### config.mk
export PLATFORM = sky130hd
export DESIGN_NAME = mips_uart_loader
export DESIGN_NICKNAME = d
export VERILOG_FILES = /design/src/rtl/mips_loader_pkg.sv /design/src/rtl/uart_rx_core.sv /design/src/rtl/mips_uart_loader.sv
export SDC_FILE = /design/constraint.sdc
export NUM_CORES = 1
export LEC_CHECK = 0
export ABC_AREA = 1
export CAP_MARGIN = 20
export CORE_MARGIN = 4
export CORE_UTILIZATION = 32
export CTS_CLUSTER_SIZE = 30
export DETAILED_ROUTE_END_ITERATION = 8
export PLACE_DENSITY = 0.47
export SLEW_MARGIN = 20
export SYNTH_ARGS = -nofsm -noshare
export SYNTH_HDL_FRONTEND = slang
export SYNTH_SLANG_ARGS = --single-unit
### constraint.sdc
create_clock -name clk_in -period 4.9 [get_ports clk_in]
set_input_delay 0.735 -clock clk_in [delete_from_list [all_inputs] [get_ports clk_in]]
set_output_delay 0.735 -clock clk_in [all_outputs]
set_load 0.02 [all_outputs]
### src/rtl/mips_loader_pkg.sv
// Shared types and helpers for the serial instruction-memory loader.
package mips_loader_pkg;

  typedef enum logic [2:0] {
    S_IDLE,
    S_LEN,
    S_DATA,
    S_CSUM,
    S_DONE,
    S_ERR
  } ld_state_t;

  typedef enum logic [1:0] {
    RX_IDLE,
    RX_START,
    RX_DATA,
    RX_STOP
  } rx_state_t;

  localparam logic [7:0] SYNC_BYTE_DEFAULT = 8'hA5;

  function automatic int clks_per_bit(input int clk_hz, input int baud);
    return clk_hz / baud;
  endfunction

endpackage

### src/rtl/uart_rx_core.sv
// 8N1 UART receiver: synchroniser, mid-bit sampling, one-cycle byte strobe.
module uart_rx_core
  import mips_loader_pkg::*;
#(
  parameter int CLKS_PER_BIT = 16
) (
  input  logic       clk_in,
  input  logic       reset,
  input  logic       rx,
  output logic [7:0] data,
  output logic       byte_valid,
  output logic       frame_err
);

  localparam int CW = $clog2(CLKS_PER_BIT + 1);
  localparam logic [CW-1:0] HALF_LAST = CW'(CLKS_PER_BIT / 2 - 1);
  localparam logic [CW-1:0] FULL_LAST = CW'(CLKS_PER_BIT - 1);

  rx_state_t     state;
  logic          rx_meta;
  logic          rx_sync;
  logic          rx_prev;
  logic [CW-1:0] cnt;
  logic [2:0]    bit_idx;
  logic [7:0]    shreg;

  assign data = shreg;

  always_ff @(posedge clk_in) begin
    if (reset) begin
      rx_meta <= 1'b1;
      rx_sync <= 1'b1;
      rx_prev <= 1'b1;
    end else begin
      rx_meta <= rx;
      rx_sync <= rx_meta;
      rx_prev <= rx_sync;
    end
  end

  always_ff @(posedge clk_in) begin
    if (reset) begin
      state      <= RX_IDLE;
      cnt        <= '0;
      bit_idx    <= '0;
      byte_valid <= 1'b0;
      frame_err  <= 1'b0;
    end else begin
      byte_valid <= 1'b0;
      case (state)
        RX_IDLE: begin
          cnt <= '0;
          if (rx_prev && !rx_sync) state <= RX_START;
        end
        RX_START: begin
          // A line already back high at half a bit is a glitch, not a start bit.
          if (cnt == HALF_LAST) begin
            cnt     <= '0;
            bit_idx <= '0;
            state   <= rx_sync ? RX_IDLE : RX_DATA;
          end else begin
            cnt <= cnt + 1'b1;
          end
        end
        RX_DATA: begin
          if (cnt == FULL_LAST) begin
            cnt   <= '0;
            shreg <= {rx_sync, shreg[7:1]};
            if (bit_idx == 3'd7) state <= RX_STOP;
            else bit_idx <= bit_idx + 1'b1;
          end else begin
            cnt <= cnt + 1'b1;
          end
        end
        RX_STOP: begin
          if (cnt == FULL_LAST) begin
            cnt        <= '0;
            byte_valid <= 1'b1;
            frame_err  <= ~rx_sync;
            state      <= RX_IDLE;
          end else begin
            cnt <= cnt + 1'b1;
          end
        end
        default: state <= RX_IDLE;
      endcase
    end
  end

endmodule

### src/rtl/mips_uart_loader.sv
// Frame parser that streams UART bytes into instruction memory while holding the CPU.
module mips_uart_loader
  import mips_loader_pkg::*;
#(
  parameter int         CLK_HZ       = 100000000,
  parameter int         BAUD         = 115200,
  parameter int         MEM_BYTES    = 100,
  parameter int         TIMEOUT_BITS = 20,
  parameter logic [7:0] SYNC_BYTE    = SYNC_BYTE_DEFAULT
) (
  input  logic       clk_in,
  input  logic       reset,
  input  logic       rx,
  output logic       mem_we,
  output logic [6:0] mem_addr,
  output logic [7:0] mem_wdata,
  output logic       cpu_hold,
  output logic       load_done,
  output logic       load_err
);

  localparam int CPB  = clks_per_bit(CLK_HZ, BAUD);
  localparam int TMAX = TIMEOUT_BITS * CPB;
  localparam int TW   = $clog2(TMAX + 1);
  localparam logic [TW-1:0] T_LAST  = TW'(TMAX - 1);
  localparam logic [7:0]    LEN_MAX = 8'(MEM_BYTES);

  logic [7:0]    rx_data;
  logic          byte_valid;
  logic          frame_err;
  ld_state_t     state;
  logic [6:0]    len;
  logic [6:0]    addr;
  logic [7:0]    acc;
  logic [TW-1:0] tcnt;
  logic          active;
  logic          expired;

  uart_rx_core #(.CLKS_PER_BIT(CPB)) u_rx (
    .clk_in     (clk_in),
    .reset      (reset),
    .rx         (rx),
    .data       (rx_data),
    .byte_valid (byte_valid),
    .frame_err  (frame_err)
  );

  assign active  = (state == S_LEN) || (state == S_DATA) || (state == S_CSUM);
  // A byte arriving in the expiry cycle takes priority because the FSM checks byte_valid first.
  assign expired = active && (tcnt == T_LAST);

  always_ff @(posedge clk_in) begin
    if (reset || byte_valid || !active) tcnt <= '0;
    else tcnt <= tcnt + 1'b1;
  end

  always_ff @(posedge clk_in) begin
    if (reset) begin
      state     <= S_IDLE;
      mem_we    <= 1'b0;
      mem_addr  <= '0;
      mem_wdata <= '0;
      cpu_hold  <= 1'b0;
      load_done <= 1'b0;
      load_err  <= 1'b0;
      len       <= '0;
      addr      <= '0;
      acc       <= '0;
    end else begin
      mem_we    <= 1'b0;
      load_done <= 1'b0;
      case (state)
        S_IDLE: begin
          if (byte_valid && !frame_err && rx_data == SYNC_BYTE) begin
            cpu_hold <= 1'b1;
            load_err <= 1'b0;
            state    <= S_LEN;
          end
        end
        S_LEN: begin
          if (byte_valid) begin
            if (frame_err || rx_data == 8'd0 || rx_data > LEN_MAX) begin
              load_err <= 1'b1;
              state    <= S_ERR;
            end else begin
              len   <= rx_data[6:0];
              addr  <= '0;
              acc   <= '0;
              state <= S_DATA;
            end
          end else if (expired) begin
            load_err <= 1'b1;
            state    <= S_ERR;
          end
        end
        S_DATA: begin
          if (byte_valid) begin
            if (frame_err) begin
              load_err <= 1'b1;
              state    <= S_ERR;
            end else begin
              mem_we    <= 1'b1;
              mem_addr  <= addr;
              mem_wdata <= rx_data;
              acc       <= acc ^ rx_data;
              addr      <= addr + 7'd1;
              if (addr + 7'd1 == len) state <= S_CSUM;
            end
          end else if (expired) begin
            load_err <= 1'b1;
            state    <= S_ERR;
          end
        end
        S_CSUM: begin
          // Outputs change on entry to DONE/ERR so they appear one cycle after the byte.
          if (byte_valid) begin
            if (frame_err || rx_data != acc) begin
              load_err <= 1'b1;
              state    <= S_ERR;
            end else begin
              load_done <= 1'b1;
              cpu_hold  <= 1'b0;
              state     <= S_DONE;
            end
          end else if (expired) begin
            load_err <= 1'b1;
            state    <= S_ERR;
          end
        end
        S_DONE:  state <= S_IDLE;
        S_ERR:   state <= S_IDLE;
        default: state <= S_IDLE;
      endcase
    end
  end

endmodule

After elaboration in Yosys (flattened, before gate mapping)
Index checks and enable logic that the tools add are counted.

word-level totals
  output and inout bits = 19
  register bits = 87
  logic and storage cells = 149
  bits of input ports = 3

operators by class
  $add $sub $neg = 4
  multiplexer cells = 50
  bitwise logic cells = 9
  eq/ne operators = 30
  reduce and logical (&&, ||, !) cells = 35
  magnitude comparators = 1

operators by type and width
  cell                                                number
  two-way mux 3 bit                                   11
  two-way mux 8 bit                                   4
  one-hot mux 10 bit (3 select lines)                 1
  two-way mux 7 bit                                   4
  two-way mux 10 bit                                  2
  != test 2 x 1 -> 1 bit, second input constant       8
  one-hot mux 8 bit (2 select lines)                  1
  adder 15 x 1 -> 15 bit, second input constant       1
  == test 15 bit, second input constant               1
  two-way mux 1 bit                                   15
  AND reduction 5 bit                                 3
  one-hot mux 7 bit (2 select lines)                  1
  two-way mux 2 bit                                   6
  one-hot mux 3 bit (4 select lines)                  1
  adder 10 x 1 -> 10 bit, second input constant       1
  == test 10 bit, second input constant               1
  == test 10 x 9 -> 1 bit, second input constant      1
  != test 2 bit, second input constant                5
  != test 3 bit, second input constant                3
  AND reduction 3 bit                                 3
  == test 8 bit, second input constant                1
  > comparator 8 x 7 -> 1 bit, second input constant  1
  logical NOT 8 bit                                   1
  != test 8 bit                                       1
  other kinds (26)                                    52

Depth between registers and ports, before layout
Gate-level depths: netlist (run 1).

  depth after elaboration = 7
  depth in mapped cells = 12
  depth with buffers taken out = 12

Cells and area by module
A second synthesis (run 1) with hierarchy kept.

unflattened totals
  cell total of the unflattened synthesis = 546
  area total of the unflattened synthesis = 4,078.9 um^2

by module, submodules not included
  module            cells an instance  sequential area each (um^2)  instances  area each (um^2)
  mips_uart_loader  403                1,181.1                      1          2,859.0
  uart_rx_core      143                640.6                        1          1,219.9

Least setup slack after synthesis (run 1)
Ideal clock, no wire load.

  kind = input-to-reg
  start point = input port reset
  end point = register u_rx.shreg[0] (netlist: u_rx.data[0]) (enable)
  buffers on the path = 1
  required time = 4.517 ns
  cell stages on the path = 2
  library setup time = 0.383 ns
  data arrival time = 1.569 ns
  slack = 2.947 ns
  cells stage by stage = clkbuf_1 -> nor3_1

between the ends
  word-level cells in the longest chain between the ends = 2

RTL lines
  item                           RTL line                text
  start, declared                mips_uart_loader.sv:12  input logic reset,
  inverter 1 bit (no line)       -
  AND reduction 3 bit (no line)  -
  end signal, assigned           uart_rx_core.sv:68      shreg <= {rx_sync, shreg[7:1]};
  end, declared                  uart_rx_core.sv:25      logic [7:0] shreg;

Every way passes these cells.
A chain may end at the register's enable or synchronous reset.

Worst setup path in the final report (run 1)
  start point = input port reset
  end point = register u_rx.shreg[6] (netlist: u_rx.data[6]) (enable)

Same word-level chain as after synthesis.

==> flow_metrics.py, run 1 <==
metrics = {
    "setup_path": {
        "max_stage_delay_ns": 1.00,
        "ff2ff_setup_slack_ns": 2.79,
        "crit_path_end_kind": "flop",
        "critPathRequiredTime_ns": 4.85,
        "path_max_fanout": 21,
        "rr_startpoint": "u_rx.cnt[0]$_SDFF_PP0_",
        "startpoint_type": "primary input",
        "reg2reg_depth": 5,
        "critPathBufInv": 1,
        "rr_endpoint": "u_rx.data[6]$_DFFE_PP_",
        "cp.arrival_ns": 2.55,
        "path_delay_family": "simple AND/OR/NAND/NOR gates",
        "path_class": "in2reg",
        "cp_slowest_cell": "nor3_1",
        "crit_chain": "clkdlybuf4s50_1, nor3_1",
    },
    "floorplanning": {
        "start_util": 0.3254,
        "core_um2": 12570,
        "die_h_um": 121.1,
        "dieArea_um2": 14650,
        "die_x_um": 121.1,
        "rows": 41,
        "io_pins": 22,
    },
    "logic_synthesis": {
        "synth_mux_area_frac": 0,
        "synth_seq_area_share": 0.4454,
        "synthAdderAreaFrac": 0.01835,
        "synth.top_cells.by_area": "dfxtp_1, nand2_1, nor2_1",
        "synth-seq-cells": 87,
        "synth.most_common_cell": "nand2_1",
        "synth-xor-area-share": 0.02141,
        "syn_area_um2": 4090,
        "synthDistinctLibCells": 39,
        "synthSimpleGateAreaFrac": 0.3001,
        "synthFlopType": "dfxtp_1",
        "synth_common_cells": "nand2_1, dfxtp_1, nor2_1, inv_1, a21oi_1",
        "synth_area_leader_cell": "dfxtp_1",
        "syn_inst": 558,
        "synth_compound_area_frac": 0.1260,
        "synth_edf_count": 8,
        "ys_async_sr_fraction": 0,
        "synth_top_family_by_area": "simple AND/OR/NAND/NOR gates",
        "syn_avg_cell_area_um2": 7.330,
        "yosysWarnings": 0,
        "synth_nets": 567,
        "synth_top_area_share": 0.3867,
    },
    "layout": {
        "multi_input_area_um2": 1906,
        "area_delta_synth_final_pct": 17.65,
        "fin_cells": 756,
        "final-seq-area_um2": 1822,
        "final_layout_size_suffix_gt1_frac": 0.07534,
        "fin_util": 0.3829,
        "layout.nets": 588,
        "n_antenna_cell": 0,
        "fillers": 1296,
    },
    "timing": {
        "setup_ws_ns": 2.297,
        "finalCriticalPeriod_ns": 2.603,
        "fin_tns_setup_ns": 0,
        "drv_slew": 0,
        "rsz0062_at_grt": "false",
        "fmax_mhz": 384.1,
        "worst-slew-pin-transition_ns": 1.028,
        "period_share": 0.5313,
        "skew_ns": 0.009274,
        "finalSetupViolCount": 0,
        "slew_headroom": 0.3096,
        "hold_viol": 0,
    },
    "run": {
        "drv_cap": 0,
    },
    "placement": {
        "place.gp.congestion": 0.7703,
        "io_buffers": 21,
        "hpwl_mm": 6.333,
        "post-place-ws_ns": 1.858,
        "dp_cells": 740,
    },
    "clock_tree": {
        "cts.sinks": 87,
        "clockBufferDepth": 2,
        "numCtsBuffers": 9,
        "postCtsResizedCells": 0,
        "cts_tree": "built",
        "post_cts_buffers": 0,
        "ctsHoldBuffers": 0,
        "clk_pin_slew_worst_paths_ns": 0.06,
        "cts_root_buf": "clkbuf_16",
        "clk_latency_ns": 0.34,
        "htreeDepth": 3,
    },
    "drt": {
        "drc_errors": 0,
        "dr.pass1.iters": 4,
        "drtAntennaViolNets": 0,
        "vias": 3475,
        "routed_wl_mm": 8.832,
        "drt_iter0_markers": 145,
        "viasPerCell": 4.597,
        "wl_per_cell_um": 11.68,
    },
    "power": {
        "power_density_nw_per_um2": 333.4,
        "leakage_nw": 1.818,
        "peakVddDrop_v": 0.0001578,
    },
    "grt": {
        "grt.overflow.total": 0,
        "grt_usage": 0.1268,
        "grt_pass1_vias": 3290,
        "grt_pass1_wl_mm": 15.08,
        "antenna_found_initial": 0,
        "grt_max_degree": 33,
    },
    "run_status": {
        "status": "finished, final reports clean",
    },
    "min_path": {
        "hold_class": "reg2reg",
        "min_path_cells": 1,
        "hold_end": "u_rx.rx_sync$_SDFF_PP1_",
        "holdCritStartpoint": "u_rx.rx_meta$_SDFF_PP1_",
    },
}
## layer usage
layer	track usage	routed length (um)
met4	0.03824	113
met2	0.2042	3922
met5	0	0
met1	0.1688	4489
met3	0.02984	306
## cells in the final DEF, fill, tap and decap left out, types with 6 or more instances in the layout
cell type / Yosys / routed
a21oi_1: 46 / 46
clkbuf_16: 0 / 9
clkdlybuf4s50_1: 0 / 21
dfxtp_1: 79 / 79
edfxtp_1: 8 / 8
ha_1: 6 / 6
inv_1: 69 / 69
nand2_1: 111 / 111
nand3_1: 40 / 40
nand4_1: 8 / 8
nor2_1: 77 / 77
nor3_1: 7 / 7
o21ai_0: 39 / 39
o21ai_1: 8 / 8
xor2_1: 7 / 7
## power by group
part           switching [mW]  total, mW  leakage, nW  internal, mW
sequential            0.00654      0.731        0.709         0.724
combinational          0.0290     0.0453        0.935        0.0163
clock                   0.279      0.828        0.174         0.549
total                   0.315       1.60         1.82          1.29
## how the worst max path moves through the flow
stage	startpoint	to	slack, ns	depth (start not counted)
floorplan	reset	u_rx.data[0]$_DFFE_PP_	2.95	2
global placement	reset	u_rx.data[4]$_DFFE_PP_	1.94	2
detailed placement	reset	u_rx.data[2]$_DFFE_PP_	1.86	2
CTS	reset	u_rx.data[6]$_DFFE_PP_	2.25	2
global route	reset	u_rx.cnt[6]$_SDFF_PP0_	2.09	5
finish	reset	u_rx.data[6]$_DFFE_PP_	2.30	2
## flip-flops by register name (all words and copies together), names as in the netlist, 3 cells and up, named ones only
| signal | count |
|---|---|
| tcnt | 15 |
| addr | 7 |
| state | 3 |
| len | 7 |
| mem_addr | 7 |
| u_rx.cnt | 10 |
| u_rx.bit_idx | 3 |
| acc | 8 |
| mem_wdata | 8 |
| u_rx.data | 8 |
## cell families after synthesis
| kind of cell | count (synthesis) |
|---|---|
| AOI/OAI and AO/OA | 99 |
| xor gates and xnor gates | 10 |
| adders and majority gates | 6 |
| buffers and inverters | 88 |
| DFF | 87 |
| and+or+nand+nor | 268 |
## stage by stage
stage	power [mW]	hold slack (ns)	cell area, um2
global route	1.667	0.4330	4812
global placement	0.7911	0.3935	4451
finish	1.604	0.4148	4812
CTS	1.628	0.4178	4812
floorplan	0.7805	0.3895	4090
detailed placement	0.7928	0.3988	4451
## final cells by class
cell class | count | share of cell area
Tap cell | 172 | 0.04472
Multi-Input combinational cell | 383 | 0.3960
Inverter | 76 | 0.06032
Sequential cell | 87 | 0.3786
Clock buffer | 10 | 0.04758
Clock inverter | 6 | 0.02756
Timing Repair Buffer | 22 | 0.04524
## worst reg2reg max path, delay by kind of cell, from the launching register on
| family | cells | cell delay (ns) |
|---|---|---|
| and+or+nand+nor | 4 | 1.10 |
| DFF | 1 | 0.38 |
| adders and majority gates | 1 | 0.25 |
(Power assumes the default switching activity.)
==> inputs of run 2 (changes only) <==
--- a/config.mk
+++ b/config.mk
@@ -11,7 +11,7 @@
 export CORE_UTILIZATION = 32
 export CTS_CLUSTER_SIZE = 30
 export DETAILED_ROUTE_END_ITERATION = 8
-export PLACE_DENSITY = 0.47
+export PLACE_DENSITY = 0.49
 export SLEW_MARGIN = 20
 export SYNTH_ARGS = -nofsm -noshare
 export SYNTH_HDL_FRONTEND = slang
==> constraint.sdc (replaced) <==
create_clock -name clk_in -period 2.2 [get_ports clk_in]
set_input_delay 0.33 -clock clk_in [delete_from_list [all_inputs] [get_ports clk_in]]
set_output_delay 0.33 -clock clk_in [all_outputs]
set_load 0.02 [all_outputs]
==> run 2 against run 1 <==
  * Wire length increased by 2.3%
  * First-iteration DRC count grew 11%
  * Combinational power up 130%
  * Largest power group is now sequential cells
  * Worst hold slack worse by 0.0052 ns
  * Critical endpoint is now acc[2]$_SDFFE_PP0P_
  * Largest cell class unchanged
  * Total power rose by 110%
  * Via count rose by 0.98%
==> flow_metrics.py, run 2 (same netlist as run 1, synthesis figures left out) <==
metrics = {
    "run_status": {
        "status": "finished, final reports clean",
    },
    "timing": {
        "setup_ws_ns": 0.3076,
        "fin_tns_setup_ns": 0,
        "fmax_mhz": 528.4,
        "finalSetupViolCount": 0,
        "worst-slew-pin-transition_ns": 0.5172,
        "finalCriticalPeriod_ns": 1.892,
        "rsz0062_at_grt": "false",
        "drv_slew": 0,
        "slew_headroom": 0.6542,
        "hold_viol": 0,
        "fin_hold_ws_ns": 0.4096,
        "period_share": 0.8602,
        "skew_ns": 0.008106,
    },
    "clock_tree": {
        "post_cts_buffers": 0,
        "numCtsBuffers": 9,
        "cts.sinks": 87,
        "clockBufferDepth": 2,
        "clk_pin_slew_worst_paths_ns": 0.06,
        "ctsHoldBuffers": 0,
        "postCtsResizedCells": 0,
        "cts_root_buf": "clkbuf_16",
        "htreeDepth": 3,
        "cts_tree": "built",
        "clk_latency_ns": 0.34,
    },
    "placement": {
        "place.gp.congestion": 0.8253,
        "dp_cells": 745,
        "post-place-ws_ns": 0.3039,
        "hpwl_mm": 6.629,
        "placed_area_um2": 4488,
        "io_buffers": 21,
    },
    "drt": {
        "dr.pass1.iters": 4,
        "wl_met1_mm": 4.525,
        "drt_iter0_markers": 161,
        "viasPerCell": 4.611,
        "drc_errors": 0,
        "highest_layer": "met4",
        "wl_met2_mm": 4.009,
        "wl_per_cell_um": 11.87,
        "drtAntennaViolNets": 0,
        "route.met3.wl_um": 311,
        "routed_wl_mm": 9.035,
        "vias": 3509,
    },
    "setup_path": {
        "cp.arrival_ns": 2.10,
        "critPathRequiredTime_ns": 2.41,
        "rr_startpoint": "u_rx.data[0]$_DFFE_PP_",
        "path_max_fanout": 21,
        "critPathLaunch": "u_rx.data[0]$_DFFE_PP_",
        "path_class": "reg2reg",
        "crit_path_end_kind": "flop",
        "startpoint_type": "flop",
        "reg2reg_depth": 8,
    },
    "min_path": {
        "holdCritStartpoint": "u_rx.rx_meta$_SDFF_PP1_",
        "hold_class": "reg2reg",
        "min_path_cells": 1,
    },
    "layout": {
        "mostFrequentLayoutCells": "nand2_1, dfxtp_1, nor2_1",
        "layout.nets": 593,
        "area_delta_synth_final_pct": 17.47,
        "fin_util": 0.3823,
        "largest_register_ffs": 15,
        "mostFrequentLayoutCell": "nand2_1",
        "final_layout_size_suffix_gt1_frac": 0.08319,
        "n_antenna_cell": 0,
        "largest-register": "tcnt",
        "final_area_um2": 4805,
        "fin_cells": 761,
        "reg.largest.list": "tcnt x15, u_rx.cnt x10",
    },
    "grt": {
        "grt_pass1_vias": 3399,
        "grt_pass1_wl_mm": 15.70,
        "grt_max_degree": 34,
        "grt_usage": 0.1321,
        "grt.overflow.total": 0,
        "antenna_found_initial": 0,
    },
    "floorplanning": {
        "rows": 41,
        "die_h_um": 121.1,
        "io_pins": 22,
        "start_util": 0.3254,
        "dieArea_um2": 14650,
        "die_x_um": 121.1,
        "core_um2": 12570,
    },
    "power": {
        "power_density_nw_per_um2": 700.2,
        "peakVddDrop_v": 0.0003775,
        "power.total_mw": 3.364,
        "leakage_nw": 1.825,
    },
    "run": {
        "drv_cap": 0,
    },
}
## run 2: changes by cell type in the layout (fill, tap and decap cells not counted), sizes merged
cell,delta
buf,+5
clkbuf,+2
bufinv,-2
## run 2: worst paths after layout
path | end | slack, ns
worst max-delay path | acc[2]$_SDFFE_PP0P_ | 0.31
worst min-delay path | u_rx.rx_sync$_SDFF_PP1_ | 0.41
worst max register to register | acc[2]$_SDFFE_PP0P_ | 0.31
worst min register to register | u_rx.rx_sync$_SDFF_PP1_ | 0.41
## run 2: routing by layer
metal	track usage	vias up
li1	-	1852
met1	0.1756	1594
met2	0.2011	48
met3	0.03077	15
met4	0.06445	0
met5	0	-
## run 2: final cells by class
type | instances | area [um2]
fill | 1329 | 7764
multi-input combinational | 383 | 1906
inverter | 76 | 290.3
tap | 172 | 215.2
clock buffer | 12 | 246.5
timing repair buffer | 27 | 255.2
sequential | 87 | 1822
clock inverter | 4 | 70.07
## run 2: report_power, final
part	internal [mW]	leakage [nW]	total, mW	switching (mW)
logic	0.0388	0.960	0.105	0.0663
registers	1.61	0.709	1.63	0.0140
clock network	1.02	0.157	1.63	0.609
## run 2: critical path, stage by stage (launching register included)
cell and delay [ns]:
edfxtp_1 0.49, nor2_1 0.19, nand3_1 0.10, nand2_1 0.10
nand3_2 0.24, nand2_4 0.21, inv_2 0.18, o21ai_0 0.19
a21oi_1 0.05
==> inputs of run 3 (changes only) <==
--- a/config.mk
+++ b/config.mk
@@ -12,6 +12,7 @@
 export CTS_CLUSTER_SIZE = 30
 export DETAILED_ROUTE_END_ITERATION = 8
 export PLACE_DENSITY = 0.49
+export SETUP_SLACK_MARGIN = 0.15
 export SLEW_MARGIN = 20
 export SYNTH_ARGS = -nofsm -noshare
 export SYNTH_HDL_FRONTEND = slang
==> run 3 against run 2 <==
  * Global-route usage unchanged
  * Setup slack better by 0.094 ns
  * Design area up 0.52%
  * Wire length about the same
  * Sequential cell count unchanged
  * Clock-buffer cell count unchanged
  * Non-clock buffer count up 2
  * Sequential share of layout area down 0.20 points
  * Largest cell class unchanged
==> flow_metrics.py, run 3 (same netlist as run 1, synthesis figures left out) <==
metrics = {
    "run_status": {
        "status": "finished, final reports clean",
    },
    "placement": {
        "place.gp.congestion": 0.8253,
        "placed_area_um2": 4488,
        "hpwl_mm": 6.629,
        "dp_cells": 745,
        "io_buffers": 21,
    },
    "grt": {
        "grt_pass1_vias": 3399,
        "grt_pass1_wl_mm": 15.70,
        "grt_usage": 0.1321,
        "grt.overflow.total": 0,
        "grt_max_degree": 34,
        "antenna_found_initial": 0,
    },
    "layout": {
        "final-seq-area_um2": 1822,
        "mostFrequentLayoutCell": "nand2_1",
        "fin_cells": 763,
        "final_layout_size_suffix_gt1_frac": 0.08799,
        "largest-register": "tcnt",
        "largest_register_ffs": 15,
        "multi_input_area_um2": 1916,
        "area_delta_synth_final_pct": 18.08,
        "fin_util": 0.3843,
        "n_antenna_cell": 0,
        "final_area_um2": 4830,
        "mostFrequentLayoutCells": "nand2_1, dfxtp_1, nor2_1",
        "reg.largest.list": "tcnt x15, u_rx.cnt x10",
        "layout.nets": 595,
        "fillers": 1328,
    },
    "timing": {
        "worst-slew-pin-transition_ns": 0.5173,
        "period_share": 0.8176,
        "finalCriticalPeriod_ns": 1.799,
        "fmax_mhz": 555.9,
        "rsz0062_at_grt": "false",
        "fin_tns_setup_ns": 0,
        "finalSetupViolCount": 0,
        "drv_slew": 0,
        "skew_ns": 0.007595,
        "slew_headroom": 0.6541,
        "hold_viol": 0,
    },
    "drt": {
        "drc_errors": 0,
        "wl_per_cell_um": 11.83,
        "drtAntennaViolNets": 0,
        "highest_layer": "met4",
        "vias": 3502,
        "dr.pass1.iters": 4,
        "drt_iter0_markers": 126,
        "routed_wl_mm": 9.026,
        "viasPerCell": 4.590,
        "route.met3.wl_um": 367,
        "wl_met1_mm": 4.467,
        "wl_met2_mm": 4.027,
    },
    "setup_path": {
        "cp.arrival_ns": 2.06,
        "path_delay_family": "simple AND/OR/NAND/NOR gates",
        "crit_chain": "nor2_4, nand2_1, nor2_1, nor2_2, nand3_4, nand2_4, inv_2, o21ai_0, a21oi_1",
        "max_stage_delay_ns": 0.48,
        "critPathRequiredTime_ns": 2.47,
        "cp_slowest_cell": "edfxtp_1",
        "path_max_fanout": 21,
        "critPathBufInv": 1,
        "crit_path_end_kind": "flop",
        "startpoint_type": "flop",
        "path_class": "reg2reg",
    },
    "power": {
        "p_seq_frac": 0.484,
        "clkPwrFrac": 0.485,
        "leakage_nw": 1.834,
        "power_frac_comb": 0.031,
        "p_switching_uw": 687.0,
        "internal_power_mw": 2.675,
        "peakVddDrop_v": 0.0003775,
        "switching_share": 0.2043,
        "power_density_nw_per_um2": 696.2,
    },
    "floorplanning": {
        "die_x_um": 121.1,
        "die_h_um": 121.1,
        "start_util": 0.3254,
        "dieArea_um2": 14650,
        "io_pins": 22,
        "rows": 41,
        "core_um2": 12570,
    },
    "clock_tree": {
        "clk_latency_ns": 0.34,
        "cts.sinks": 87,
        "htreeDepth": 3,
        "clockBufferDepth": 2,
        "numCtsBuffers": 9,
        "cts_root_buf": "clkbuf_16",
        "cts_tree": "built",
        "clk_pin_slew_worst_paths_ns": 0.06,
    },
    "run": {
        "drv_cap": 0,
    },
    "min_path": {
        "hold_class": "reg2reg",
    },
}
-- run 3: repair_timing --
action,CTS,global route
resized for setup,0,2
hold buffers,0,0
buffers inserted,0,2
endpoints found under the setup margin,0,4
-- run 3: area by class of cell --
class                   instances  share of cell area
multi-input cells             383              0.3966
flip-flops and latches         87              0.3772
inverters                      76             0.06010
repair buffers                 29             0.05596
clock buffers                  12             0.05104
well taps                     172             0.04456
clock inverters                 4             0.01451
-- run 3: path summary, 6_finish.rpt --
kind / cells after the start / end / slack, ns / from
setup / recovery: 9 / acc[2]$_SDFFE_PP0P_ / 0.40 / u_rx.data[3]$_DFFE_PP_
hold / removal: 1 / u_rx.rx_sync$_SDFF_PP1_ / 0.41 / u_rx.rx_meta$_SDFF_PP1_
setup reg to reg: 9 / acc[2]$_SDFFE_PP0P_ / 0.40 / u_rx.data[3]$_DFFE_PP_
hold reg to reg: 1 / u_rx.rx_sync$_SDFF_PP1_ / 0.41 / u_rx.rx_meta$_SDFF_PP1_
-- run 3: worst register-to-register path: cells and delay by family, from the launching register on --
kind	cells	cell delay, ns
AOI/OAI and AO/OA	2	0.25
and+or+nand+nor	6	0.69
DFF	1	0.48
buffers and inverters	1	0.31
-- run 3: metrics by stage --
step                setup WS (ns)  power, mW  hold slack, ns
floorplan                  0.3900      1.738          0.3895
global placement           0.3784      1.765          0.3931
detailed placement         0.3039      1.768          0.3958
CTS                        0.2857      3.416          0.4115
global route               0.1776      3.503          0.4308
finish                     0.4012      3.362          0.4098
-- run 3: routing by layer --
layer,track usage,vias to the layer above
li1,-,1854
met1,0.1756,1585
met2,0.2011,48
met3,0.03077,15
met4,0.06445,0
met5,0,-
-- run 3: power groups by stage --
stage / Clock [mW] / Sequential (mW) / Combinational, mW
finish: 1.63 / 1.63 / 0.105
global route: 1.75 / 1.63 / 0.126
CTS: 1.68 / 1.63 / 0.106
detailed placement: 0 / 1.66 / 0.106
global placement: 0 / 1.66 / 0.103
floorplan: 0 / 1.66 / 0.0791
